===== config.mk =====
export PLATFORM = sky130hd
export DESIGN_NAME = dout_stream_merger
export DESIGN_NICKNAME = d
export VERILOG_FILES = /design/src/rtl/dout_stream_merger.sv
export SDC_FILE = /design/constraint.sdc
export NUM_CORES = 1
export LEC_CHECK = 0
export ABC_AREA = 1
export BUFFER_PORTS_ARGS = -buffer_cell sky130_fd_sc_hd__buf_4
export CAP_MARGIN = 10
export CELL_PAD_IN_SITES_DETAIL_PLACEMENT = 0
export CELL_PAD_IN_SITES_GLOBAL_PLACEMENT = 1
export CORE_MARGIN = 1
export CORE_UTILIZATION = 47
export CTS_CLUSTER_DIAMETER = 150
export CTS_CLUSTER_SIZE = 12
export DETAILED_ROUTE_END_ITERATION = 10
export GPL_TIMING_DRIVEN = 1
export PLACE_DENSITY_LB_ADDON = 0.12
export SLEW_MARGIN = 0
export SYNTH_ARGS = -nofsm -noshare
export SYNTH_HDL_FRONTEND = slang
export SYNTH_SLANG_ARGS = --single-unit

===== constraint.sdc =====
create_clock -name ap_clk -period 6.68 [get_ports ap_clk]
set_input_delay 0.334 -clock ap_clk [delete_from_list [all_inputs] [get_ports ap_clk]]
set_output_delay 0.334 -clock ap_clk [all_outputs]
set_load 0.02 [all_outputs]

===== src/rtl/dout_stream_merger.sv =====
// Merges four HLS output streams through per-port FIFOs onto one nibble-wide
// framed board output, arbitrated round-robin between ports.
module dout_stream_merger #(
  parameter int unsigned DATA_W     = 32,
  parameter int unsigned FIFO_DEPTH = 4
) (
  input  logic              ap_clk,
  input  logic              ap_rst,
  input  logic [DATA_W-1:0] D_out_0_din,
  input  logic              D_out_0_write,
  output logic              D_out_0_full_n,
  input  logic [DATA_W-1:0] D_out_1_din,
  input  logic              D_out_1_write,
  output logic              D_out_1_full_n,
  input  logic [DATA_W-1:0] D_out_2_din,
  input  logic              D_out_2_write,
  output logic              D_out_2_full_n,
  input  logic [DATA_W-1:0] D_out_3_din,
  input  logic              D_out_3_write,
  output logic              D_out_3_full_n,
  output logic [3:0]        data_out,
  output logic              data_valid,
  output logic              data_sof,
  input  logic              data_ready,
  output logic [3:0]        overflow,
  output logic              frame_done
);

  localparam int unsigned NPORT = 4;
  localparam int unsigned NIBS  = DATA_W / 4;
  localparam int unsigned PTR_W = $clog2(FIFO_DEPTH);
  localparam int unsigned CNT_W = PTR_W + 1;
  localparam int unsigned NIB_W = (NIBS > 1) ? $clog2(NIBS) : 1;

  typedef enum logic [1:0] {
    IDLE = 2'd0,
    HDR  = 2'd1,
    PAY  = 2'd2
  } state_t;

  logic [DATA_W-1:0] din [NPORT];
  logic [NPORT-1:0]  wr;
  logic [NPORT-1:0]  push;
  logic [NPORT-1:0]  pop;
  logic [NPORT-1:0]  nonempty;
  logic [NPORT-1:0]  full;

  logic [DATA_W-1:0] mem    [NPORT][FIFO_DEPTH];
  logic [PTR_W-1:0]  wr_ptr [NPORT];
  logic [PTR_W-1:0]  rd_ptr [NPORT];
  logic [CNT_W-1:0]  count  [NPORT];

  state_t            state;
  state_t            state_nxt;
  logic [1:0]        src;
  logic [1:0]        last;
  logic [1:0]        grant_idx;
  logic [1:0]        cand;
  logic              grant_any;
  logic              grant_take;
  logic              last_nib;
  logic              frame_end;
  logic              pay_xfer;
  logic [DATA_W-1:0] word;
  logic [NIB_W-1:0]  nib_idx;

  assign din[0] = D_out_0_din;
  assign din[1] = D_out_1_din;
  assign din[2] = D_out_2_din;
  assign din[3] = D_out_3_din;
  assign wr     = {D_out_3_write, D_out_2_write, D_out_1_write, D_out_0_write};

  assign D_out_0_full_n = ~full[0];
  assign D_out_1_full_n = ~full[1];
  assign D_out_2_full_n = ~full[2];
  assign D_out_3_full_n = ~full[3];

  // Per-port status from registered counts; full does not look ahead to a pop.
  always_comb begin
    full     = '0;
    nonempty = '0;
    push     = '0;
    pop      = '0;
    for (int k = 0; k < NPORT; k++) begin
      full[k]     = (count[k] == CNT_W'(FIFO_DEPTH));
      nonempty[k] = (count[k] != '0);
      push[k]     = wr[k] && !full[k];
      pop[k]      = frame_end && (src == 2'(k));
    end
  end

  always_ff @(posedge ap_clk) begin
    if (ap_rst) begin
      for (int k = 0; k < NPORT; k++) begin
        count[k]  <= '0;
        wr_ptr[k] <= '0;
        rd_ptr[k] <= '0;
      end
      overflow <= '0;
    end else begin
      for (int k = 0; k < NPORT; k++) begin
        if (push[k]) wr_ptr[k] <= wr_ptr[k] + PTR_W'(1);
        if (pop[k])  rd_ptr[k] <= rd_ptr[k] + PTR_W'(1);
        if (push[k] && !pop[k])      count[k] <= count[k] + CNT_W'(1);
        else if (!push[k] && pop[k]) count[k] <= count[k] - CNT_W'(1);
        if (wr[k] && full[k]) overflow[k] <= 1'b1;
      end
    end
  end

  // Storage needs no reset; validity is tracked by the counts.
  always_ff @(posedge ap_clk) begin
    for (int k = 0; k < NPORT; k++) begin
      if (push[k]) mem[k][wr_ptr[k]] <= din[k];
    end
  end

  // Round-robin search starting after the last served port.
  always_comb begin
    grant_any = 1'b0;
    grant_idx = 2'd0;
    cand      = 2'd0;
    for (int i = 1; i <= NPORT; i++) begin
      cand = last + 2'(i);
      if (!grant_any && nonempty[cand]) begin
        grant_any = 1'b1;
        grant_idx = cand;
      end
    end
  end

  always_ff @(posedge ap_clk) begin
    if (ap_rst) state <= IDLE;
    else        state <= state_nxt;
  end

  always_comb begin
    state_nxt = state;
    case (state)
      IDLE:    if (grant_any) state_nxt = HDR;
      HDR:     if (data_ready) state_nxt = PAY;
      PAY:     if (data_ready && last_nib) state_nxt = IDLE;
      default: state_nxt = IDLE;
    endcase
  end

  // Board-side outputs decoded purely from registered frame state.
  always_comb begin
    data_valid = 1'b0;
    data_sof   = 1'b0;
    data_out   = 4'h0;
    case (state)
      HDR: begin
        data_valid = 1'b1;
        data_sof   = 1'b1;
        data_out   = {2'b10, src};
      end
      PAY: begin
        data_valid = 1'b1;
        data_out   = word[DATA_W-1 -: 4];
      end
      default: ;
    endcase
  end

  assign grant_take = (state == IDLE) && grant_any;
  assign last_nib   = (nib_idx == NIB_W'(NIBS - 1));
  assign pay_xfer   = (state == PAY) && data_ready;
  assign frame_end  = pay_xfer && last_nib;

  // Frame datapath: the head word is copied at grant and shifted out MSB first.
  always_ff @(posedge ap_clk) begin
    if (ap_rst) begin
      src        <= 2'd0;
      last       <= 2'd3;
      word       <= '0;
      nib_idx    <= '0;
      frame_done <= 1'b0;
    end else begin
      frame_done <= frame_end;
      if (grant_take) begin
        src     <= grant_idx;
        word    <= mem[grant_idx][rd_ptr[grant_idx]];
        nib_idx <= '0;
      end else if (pay_xfer) begin
        if (last_nib) begin
          last <= src;
        end else begin
          nib_idx <= nib_idx + NIB_W'(1);
          word    <= word << 4;
        end
      end
    end
  end

endmodule

=== Yosys cells after proc, flatten, opt, wreduce, memory -nomap -nowiden ===
Memory sizes are Yosys's and may differ from the RTL's.
Index checks and enable logic that the tools add are counted.

* RAM bits: 540
* Word-level logic and storage cells: 258
* Output and inout bits: 15
* Input bits: 135
* Flip-flop bits (word level): 46
* Memories kept: 4

* Equality and inequality tests: 14
* Add/subtract/negate cells: 20
* Bitwise logic cells: 27
* Order comparisons: 13
* Reduce and logical (&&, ||, !) cells: 59
* Mux-type cells: 111

{| class="wikitable"
|+ Memory list
! name !! words !! bits a word !! rd ports !! clocked after Yosys merged registers in !! write ports !! line !! source
|-
| mem || 4 || 128 || 1 || 0 || 4 || 48 || <nowiki>logic [DATA_W-1:0] mem [NPORT][FIFO_DEPTH];</nowiki>
|-
| count || 4 || 3 || 4 || 0 || 4 || 51 || <nowiki>logic [CNT_W-1:0] count [NPORT];</nowiki>
|-
| rd_ptr || 4 || 2 || 5 || 0 || 4 || 50 || <nowiki>logic [PTR_W-1:0] rd_ptr [NPORT];</nowiki>
|-
| wr_ptr || 4 || 2 || 4 || 0 || 4 || 49 || <nowiki>logic [PTR_W-1:0] wr_ptr [NPORT];</nowiki>
|}

{| class="wikitable"
|+ Operators by type and width
! kind !! number
|-
| two-way mux 128 bit || 4
|-
| two-way mux 32 bit || 9
|-
| demux 32 bit (select 2 bit) || 4
|-
| binary-select mux 32 bit (select 2 bit) || 1
|-
| two-way mux 1 bit || 64
|-
| logical AND 1 bit || 31
|-
| two-way mux 2 bit || 15
|-
| two-way mux 3 bit || 8
|-
| adder 2 x 1 -> 2 bit, second input constant || 9
|-
| OR 1 bit || 16
|-
| adder 3 x 1 -> 3 bit, second input constant || 5
|-
| equality test 3 bit, second input constant || 5
|-
| greater-or-equal comparator 3 bit, second input constant || 5
|-
| logical NOT 1 bit || 15
|-
| NOT 2 -> 3 bit || 5
|-
| less-than comparator 2 x 3 -> 1 bit, second input constant || 4
|-
| less-than comparator 3 x 1 -> 1 bit, second input constant || 4
|-
| nonzero test 3 bit || 4
|-
| subtractor 3 x 1 -> 3 bit, second input constant || 4
|-
| binary-select mux 1 bit (select 2 bit) || 4
|-
| != test 2 bit, second input constant || 4
|-
| one-hot mux 4 bit (2 select lines) || 1
|-
| equality test 2 bit, second input constant || 3
|-
| NOT 1 bit || 6
|-
| other kinds (8) || 14
|}

=== Depth between registers and ports, before layout ===
An unclocked memory read counts as a cell.

* Word-level depth: 19
* Mapped depth: 22

=== Worst setup path before layout ===
OpenSTA, ideal clock, no wires.

* Path type: flip-flop to flip-flop
* From: memory count[3][0] (netlist bit)
* To: memory mem[3][0] (netlist bit) (enable)
* Stages on the path, launching flop included: 6
* Buffers on the path: 0
* Clock period less this slack: 2792 ps
* Arrival: 2370 ps
* Setup slack: 3888 ps
* Setup time: 421 ps
* Data required time: 6259 ps
* Path through: edfxtp_1 -> inv_1 -> ha_1 -> nand2_1 -> nand2_1 -> nor2_1

{| class="wikitable"
|+ RTL lines
! item !! line
|-
| from (decl) || 51
|-
| to (decl) || 48
|}

==> results.yml <==
logic_synthesis:
  ys_warn_count: 0
  synth_area_um2: 25300
  syn_area_per_cell_um2: 10.7
  ys_types: 36
  synth_edf_count: 540
  synthesis.nets: 2532
  ys_seq_elements: 586
  ys_async_sr_fraction_pct: 0
  synthCells: 2370
  seq_area_frac_synth_pct: 67.7
  synth_ff_type: "edfxtp_1"
pwr:
  clockPowerShare_pct: 32.2
  peakVddDrop_mv: 0.223
  switching_share_pct: 28.7
  p_sw_w: 0.00258
  p_int_w: 0.00640
  power_density_nw_per_um2: 300
  comb_power_share_pct: 18.2
  p_leak_nw: 11.6
  pwr-share-seq_pct: 49.6
routing:
  vias: 18021
  wl_per_cell_um: 21.2
  viasPerCell: 5.42
  drtIter0Drc: 1476
  dr.pass1.iters: 9
  antenna_violating_nets_post_route: 0
  routed_wl_mm: 70.4
  drc: 7
final_layout:
  syn_to_final_growth_pct: 18.0
  design_area_um2: 29900
  drive_above_1_share_pct: 10.2
  diodes: 0
  fin_nets: 2751
  fillers: 4512
  instances_no_fill: 3323
timing:
  fmax_ghz: 0.193
  finalWorstSetupSlack_ns: 1.49
  setup_tns_ns: 0
  tightest_slew_ns: 1.09
  rsz0062_at_grt: "no"
  slew_headroom_pct: 27.7
  clock_skew_ns: 0.0210
  hold_violations: 0
  setup_violations: 0
  period_share_pct: 77.8
  finalCriticalPeriod_ns: 5.19
  slew_violations: 0
job:
  cap_violations: 0
clocking:
  h-tree-depth: 2
  clock_sinks: 586
  cts_root_buffer: "clkbuf_16"
  cts_tree: "done"
  cts_made_buffers: 54
  ctsLongestPathBuffers: 3
  cts.reportedPaths.clkPinSlew_ns: 0.07
  cts_resized: 0
  clock_latency_ns: 0.62
die:
  rows: 84
  die_width_um: 234
  start_util_pct: 47.9
  core_area_um2: 52900
  chipHeight_um: 234
  ios: 150
  die-area_um2: 54800
outcome:
  violations: "design-rule violations"
  outcome: "finished with violations"
placed_design:
  pre_cts_ws_ns: 1.70
  hpwl_mm: 39.7
  gp_congestion: 0.816
  dp_cells: 3092
  port_buffers: 149
  placed_cell_area_um2: 27000
critical_path:
  cp-end-kind: "flop"
  worst_setup_path_start_kind: "flop"
  crit_family: "simple AND/OR/NAND/NOR gates"
  critPathMaxStageDelay_ns: 0.98
  cp_data_arrival_time_ns: 5.71
  required_ns: 7.19
  critPathMostFrequentCell: "nand2_1"
  path_buf_inv: 4
  critPathMaxFanout: 137
  crit_type: "reg2reg"
  slowest_stage: "nand2_8"
  crit_chain: "inv_1 -> ha_1 -> nand3_1 -> nand3_1 -> nand2_2 -> inv_2 -> nand2_1 -> nor2_2 -> nand2_8 -> nand2_8 -> nand2_1 -> nand2_1 -> nand2_1 -> nand2_2 -> buf_4 -> nand2_1 -> nand3_1 -> nand3_1 -> nand2_1 -> inv_1"
grt:
  grt_remaining_overflow: 0
  antenna_found_initial: 0
  grt_pass1_vias: 17258
  grt_usage_pct: 26.0
  grt_max_degree: 142
  grt_pass1_wl_mm: 105
min_path:
  hold_path_class: "in2reg"
synth_stat cells (7+ instances only):
cell | number | area (um2)
o21ai_1 | 8 | 40.0
buf_2 | 60 | 300
nor2_1 | 67 | 251
o211ai_1 | 7 | 52.6
buf_4 | 15 | 113
nand3_1 | 571 | 2860
ha_1 | 24 | 300
a31oi_1 | 25 | 156
nor3_1 | 7 | 35.0
clkbuf_1 | 59 | 221
a21oi_1 | 13 | 65.1
dfxtp_1 | 46 | 921
edfxtp_1 | 540 | 16200
nand2_1 | 692 | 2600
nand3b_1 | 32 | 240
inv_1 | 155 | 582
worst paths after layout:
check / startpoint / cells after the start / endpoint / slack, ns
min reg2reg: overflow[0] / 2 / overflow[0] / 0.46
max: count[3][0] / 20 / word[9] / 1.49
max reg2reg: count[3][0] / 20 / word[9] / 1.49
min: D_out_3_write / 3 / overflow[3] / 0.02
worst register-to-register path: stages (launching register included):
cell,delay [ns]
edfxtp_1,0.39
inv_1,0.11
ha_1,0.24
nand3_1,0.12
nand3_1,0.14
nand2_2,0.10
inv_2,0.05
nand2_1,0.10
nor2_2,0.21
nand2_8,0.38
nand2_8,1.30
nand2_1,0.22
nand2_1,0.10
nand2_1,0.06
nand2_2,0.69
buf_4,0.47
nand2_1,0.11
nand3_1,0.08
nand3_1,0.08
nand2_1,0.09
inv_1,0.05
registers in the layout, indices dropped and copies added, names as in the netlist:
register    cells
count          12
overflow        4
word           32
wr_ptr          8
mem           512
nib_idx         3
frame_done      1
last            2
src             2
rd_ptr          8
state           2
cell type report:
class,instances,area (um2),area share [%]
sequential,586,17100,57.4
clock buffer,100,1560,5.21
timing repair buffer,307,2640,8.84
inverter,160,601,2.01
clock inverter,2,28.8,0.0963
multi-input combinational,1480,7060,23.6
tap,688,861,2.88
cells in the final DEF (no fill, tap or decap), types with 7 or more instances in the layout:
cell type and instances:
nand2_1 690, nand3_1 571, edfxtp_1 540, buf_4 177, inv_1 155, dlygate4sd3_1 129, clkbuf_16 55, nor2_1 50
dfxtp_1 46, clkbuf_1 44, nand3b_1 32, a31oi_1 25, ha_1 24, nor2_4 17, a21oi_1 13, o21ai_1 8
nor3_1 7, o211ai_1 7
cells by family (layout without fill, tap and decap cells):
| group | Yosys count | in the layout | synth area share [%] |
|---|---|---|---|
| DFF | 586 | 586 | 67.7 |
| adders and majority gates | 27 | 27 | 1.42 |
| and+or+nand+nor | 1380 | 1380 | 24.0 |
| buffers and inverters | 304 | 569 | 5.14 |
| xor gates and xnor gates | 5 | 5 | 0.173 |
| AOI/OAI and AO/OA | 68 | 68 | 1.64 |
layer usage:
layer | wire length, um | global-route usage (%)
met2 | 33900 | 42.5
met3 | 4550 | 3.04
met5 | 0 | 0
met4 | 1970 | 8.97
met1 | 30000 | 35.9
power by group through the flow:
stage               Sequential, W  Clock, W  Combinational (W)
floorplan                 0.00447         0            0.00103
global placement          0.00452         0            0.00155
detailed placement        0.00452         0            0.00158
CTS                       0.00445   0.00293            0.00164
global route              0.00447   0.00307            0.00182
finish                    0.00445   0.00289            0.00163
what timing repair did:
item	in CTS	in global routing
hold buffers	129	0
endpoints found under the hold margin	513	0
buffers inserted	0	0
setup endpoints to repair	0	0
per-stage QoR:
step	utilization (%)	hold slack [ns]	total power [W]
3_3_place_gp	51.1	0.441	0.00607
2_1_floorplan	-	0.433	0.00550
6_report	56.5	0.0204	0.00897
5_1_grt	56.5	0.0316	0.00936
4_1_cts	56.5	0.00882	0.00902
3_5_place_dp	51.1	0.455	0.00610
(Power assumes the default switching activity.)
